`src/rtl/gen_skid_buf_pkg.sv`:
```
// Shared types and constants for the skid buffer and its storage flops.
package gen_skid_buf_pkg;

  localparam int unsigned ZeroWordW = 1024;
  localparam logic [ZeroWordW-1:0] ZeroWord = '0;

  typedef enum logic [1:0] {
    SkidEmpty = 2'b00,
    SkidBusy  = 2'b01,
    SkidFull  = 2'b10
  } skid_state_e;

  // Occupancy reported for each buffer state.
  function automatic logic [1:0] state_count(input skid_state_e s);
    logic [1:0] cnt;
    cnt = 2'd0;
    case (s)
      SkidBusy: cnt = 2'd1;
      SkidFull: cnt = 2'd2;
      default:  cnt = 2'd0;
    endcase
    return cnt;
  endfunction

endpackage

```
`src/rtl/gen_dffs.sv`:
```
// Load-enabled register bank with synchronous active-low clear to zero.
module gen_dffs
  import gen_skid_buf_pkg::*;
#(
  parameter int unsigned WIDTH = 32
) (
  input  logic             clk,
  input  logic             rst_n,
  input  logic             en_i,
  input  logic [WIDTH-1:0] d_i,
  output logic [WIDTH-1:0] q_o
);

  logic [WIDTH-1:0] data_d;
  logic [WIDTH-1:0] data_q;

  always_comb begin
    data_d = data_q;
    if (en_i) begin
      data_d = d_i;
    end
  end

  always_ff @(posedge clk) begin
    if (!rst_n) begin
      data_q <= WIDTH'(ZeroWord);
    end else begin
      data_q <= data_d;
    end
  end

  assign q_o = data_q;

endmodule

```
`src/rtl/gen_skid_buf.sv`:
```
// Two-entry skid buffer: main register drives downstream, skid register absorbs
// the one beat accepted while downstream stalls, so s_ready_o never sees m_ready_i.
module gen_skid_buf
  import gen_skid_buf_pkg::*;
#(
  parameter int unsigned WIDTH = 32
) (
  input  logic             clk,
  input  logic             rst_n,
  input  logic             flush_i,
  input  logic             s_valid_i,
  input  logic [WIDTH-1:0] s_data_i,
  output logic             s_ready_o,
  output logic             m_valid_o,
  output logic [WIDTH-1:0] m_data_o,
  input  logic             m_ready_i,
  output logic [1:0]       count_o
);

  skid_state_e      state_d;
  skid_state_e      state_q;
  logic             main_en;
  logic [WIDTH-1:0] main_d;
  logic [WIDTH-1:0] main_q;
  logic             skid_en;
  logic [WIDTH-1:0] skid_q;
  logic             in_fire;
  logic             out_fire;

  // All handshake outputs decode the state register only.
  assign s_ready_o = (state_q != SkidFull);
  assign m_valid_o = (state_q != SkidEmpty);
  assign m_data_o  = main_q;
  assign count_o   = state_count(state_q);

  assign in_fire  = s_valid_i & s_ready_o;
  assign out_fire = m_valid_o & m_ready_i;

  always_comb begin
    state_d = state_q;
    main_en = 1'b0;
    main_d  = s_data_i;
    skid_en = 1'b0;
    if (flush_i) begin
      // Flush empties the buffer but leaves the data registers untouched.
      state_d = SkidEmpty;
    end else begin
      case (state_q)
        SkidEmpty: begin
          if (in_fire) begin
            main_en = 1'b1;
            state_d = SkidBusy;
          end
        end
        SkidBusy: begin
          if (in_fire && out_fire) begin
            main_en = 1'b1;
          end else if (in_fire) begin
            skid_en = 1'b1;
            state_d = SkidFull;
          end else if (out_fire) begin
            state_d = SkidEmpty;
          end
        end
        SkidFull: begin
          if (out_fire) begin
            main_en = 1'b1;
            main_d  = skid_q;
            state_d = SkidBusy;
          end
        end
        default: state_d = SkidEmpty;
      endcase
    end
  end

  always_ff @(posedge clk) begin
    if (!rst_n) begin
      state_q <= SkidEmpty;
    end else begin
      state_q <= state_d;
    end
  end

  gen_dffs #(.WIDTH(WIDTH)) u_main (
    .clk   (clk),
    .rst_n (rst_n),
    .en_i  (main_en),
    .d_i   (main_d),
    .q_o   (main_q)
  );

  gen_dffs #(.WIDTH(WIDTH)) u_skid (
    .clk   (clk),
    .rst_n (rst_n),
    .en_i  (skid_en),
    .d_i   (s_data_i),
    .q_o   (skid_q)
  );

endmodule

```
`config.mk`:
```
export PLATFORM = sky130hd
export DESIGN_NAME = gen_skid_buf
export DESIGN_NICKNAME = d
export VERILOG_FILES = /design/src/rtl/gen_skid_buf_pkg.sv /design/src/rtl/gen_dffs.sv /design/src/rtl/gen_skid_buf.sv
export SDC_FILE = /design/constraint.sdc
export NUM_CORES = 1
export LEC_CHECK = 0
export ABC_AREA = 1
export BUFFER_PORTS_ARGS = -buffer_cell sky130_fd_sc_hd__buf_4
export CAP_MARGIN = 20
export CORE_MARGIN = 2
export CORE_UTILIZATION = 30
export CTS_CLUSTER_SIZE = 20
export DETAILED_ROUTE_END_ITERATION = 12
export MAX_ROUTING_LAYER = met4
export SYNTH_ARGS = -nofsm -noshare
export SYNTH_HDL_FRONTEND = slang
export SYNTH_SLANG_ARGS = --single-unit
```
`constraint.sdc`:
```
create_clock -name clk -period 1.9 [get_ports clk]
set_input_delay 0.38 -clock clk [delete_from_list [all_inputs] [get_ports clk]]
set_output_delay 0.38 -clock clk [all_outputs]
set_load 0.03 [all_outputs]
```
==> impl_metrics.env <==
export IMPL_status="completed"
export IMPL_std_cell_rows=38
export IMPL_routed_wirelength_um=7910
export IMPL_fmaxAchievable_mhz=561
export IMPL_crit_type="reg -> out"
export IMPL_gp_congestion=0.757
export IMPL_route_detailed_drc=0
export IMPL_ys_types=14
export IMPL_clk_path_buf_depth=2
export IMPL_drt_iter0_markers=119
export IMPL_timing_max_cap_violations=0
export IMPL_grt_max_degree=65
export IMPL_dieWidth_um=108
export IMPL_synth_area_leader_cell="dfxtp_1"
export IMPL_hold_buffers=0
export IMPL_nets=608
export IMPL_drive_above_1_share_pct=17.4
export IMPL_yosysTopAreaCellShare_pct=40.6
export IMPL_synth_area_leaders="dfxtp_1 (41%), nand2_1 (20%), nor2_1 (12%), nand3b_1 (7.4%), nand3_1 (5.2%)"
export IMPL_maxSlewViolCount=0
export IMPL_p_per_area_nw_per_um2=756
export IMPL_syn_area_per_cell_um2=6.33
export IMPL_skew_ns=0.00806
export IMPL_start_util_pct=30.4
export IMPL_startpoint_type="register"
export IMPL_chipHeight_um=108
export IMPL_worstPathMaxFanout=14
export IMPL_core_area_um2=10700
export IMPL_ir_drop_v=0.000399
export IMPL_rr_worst_depth=8
export IMPL_r2r_slack_ns=0.33
export IMPL_setup_tns_ns=0
export IMPL_regArea_um2=1320
export IMPL_endpoint_kind="output pin"
export IMPL_leakagePower_nw=2.06
export IMPL_critPathArrivalTime_ns=1.40
export IMPL_worstHoldEndpoint="u_skid.q_o[22]"
export IMPL_first_pass_iters=5
export IMPL_cts_setup_buffers=0
export IMPL_ys_warn_count=0
export IMPL_grt_pass1_vias=2806
export IMPL_dpl_cell_area_um2=3940
export IMPL_ys_ff_latch=66
export IMPL_grt_pass1_wl_um=13200
export IMPL_clock_latency_ns=0.34
export IMPL_vias=3142
export IMPL_diodes=0
export IMPL_cts_root_buf="clkbuf_8"
export IMPL_fin_crit_sh_pct=93.8
export IMPL_hold_path_class="in -> reg"
export IMPL_syn_num_nets=551
export IMPL_antenna_found_initial=0
export IMPL_reg2reg_from="state_q[0]"
export IMPL_cts_tree="yes"
export IMPL_clock_sinks=66
export IMPL_slew_headroom_pct=74.4
export IMPL_post_cts_resized=0
export IMPL_numCtsBuffers=9
export IMPL_multi_input_area_um2=1650
export IMPL_hpwl_um=4980
export IMPL_post_route_cell_area_um2=4100
export IMPL_area_growth_pct=26.1
export IMPL_min_path_cells=4
export IMPL_hold_violations=0
export IMPL_worstHoldStart="s_data_i[22]"
export IMPL_drtAntennaViolNets=0
export IMPL_dieArea_um2=11700
export IMPL_grt_use_total_pct=14.7
export IMPL_clk_pin_slew_ns=0.07
export IMPL_r2r_end="u_main.q_o[21]"
export IMPL_io_pins=73
export IMPL_netlist_area_um2=3250
export IMPL_rsz0062_at_grt="no"
export IMPL_ys_seq_area_share_pct=40.6
export IMPL_wl_per_cell_um=11.0
export IMPL_vias_per_cell=4.39
export IMPL_worstPathRequired_ns=1.52
export IMPL_fill_cells=1176
export IMPL_fin_crit_ns=1.78
export IMPL_gr_total_overflow=0
export IMPL_synthCells=514
export IMPL_io_buffers=72
export IMPL_htreeDepth=3
export IMPL_worst_pin_slew_ns=0.384
export IMPL_setup_viol=0
[worst max path at each step]
| stage | start | to | slack, ns | cells after the start |
|---|---|---|---|---|
| 6_report | state_q[1] | count_o[1] | 0.12 | 3 |
| 5_1_grt | state_q[1] | count_o[1] | 0.05 | 3 |
| 4_1_cts | state_q[1] | count_o[1] | 0.1 | 3 |
| 3_5_place_dp | state_q[0] | u_main.q_o[31] | 0.32 | 8 |
| 3_3_place_gp | state_q[1] | u_main.q_o[4] | 0.33 | 8 |
| 2_1_floorplan | state_q[0] | u_main.q_o[0] | 0.50 | 8 |
[power by group]
group	switching (mW)	leakage [nW]	internal, mW	total [mW]
Sequential	0.0381	0.539	1.45	1.49
Clock	0.529	0.0872	0.505	1.03
Combinational	0.346	1.43	0.227	0.573
Total	0.913	2.06	2.19	3.10
[per-stage QoR]
stage                     power, mW  utilization [%]  hold WS (ns)  cells  setup WS [ns]
final                          3.10             38.3         0.356    716          0.119
after global routing           3.29             38.3         0.350    716         0.0495
after CTS                      3.16             38.3         0.335    716         0.0963
after detailed placement       2.10             36.8         0.468    700          0.325
after global placement         2.10             36.8         0.462    700          0.331
after floorplan                1.89                -         0.452    514          0.499
[registers in the layout, indices dropped and copies added (netlist names)]
register	flops
u_main.q_o	32
u_skid.q_o	32
state_q	2
[layout by cell type, fill, tap and decap left out, drive strengths merged]
master / synthesis / layout
clkinv: 0 / 3
nand3: 35 / 35
inv: 38 / 38
buf: 30 / 81
o21ai: 1 / 1
nor2: 102 / 102
nand2: 172 / 172
nand3b: 32 / 32
dfxtp: 66 / 66
a21oi: 33 / 33
clkbuf: 5 / 13
[worst max-delay path, stage by stage, from the launching register on]
cell	delay, ns
dfxtp_1	0.43
inv_2	0.10
nor2_4	0.30
buf_4	0.24
[layout make-up]
class | count | area share [%]
Multi-Input combinational cell | 375 | 40.3
Clock inverter | 3 | 0.366
Inverter | 38 | 3.48
Tap cell | 140 | 4.27
Timing Repair Buffer | 81 | 15.7
Clock buffer | 13 | 3.63
Sequential cell | 66 | 32.2
[cell usage after synthesis, drive strengths merged]
cell type and n:
nand2 172, nor2 102, dfxtp 66, inv 38, nand3 35, a21oi 33
nand3b 32, buf 30, clkbuf 5, o21ai 1
[layer usage]
metal	routed length [um]	share of wire (%)	track usage (%)
met5	0	0	-
met4	170	2.2	7.23
met3	395	5.0	2.83
met2	3430	43	21.7
met1	3910	49	19.2
[kinds of logic (layout without fill, tap and decap cells)]
group,Yosys count,in the layout,synth area share [%]
and+or+nand+nor,341,341,44.7
DFF,66,66,40.6
AOI/OAI and AO/OA,34,34,5.23
buffers and inverters,73,135,9.43
(Power assumes the default switching activity.)
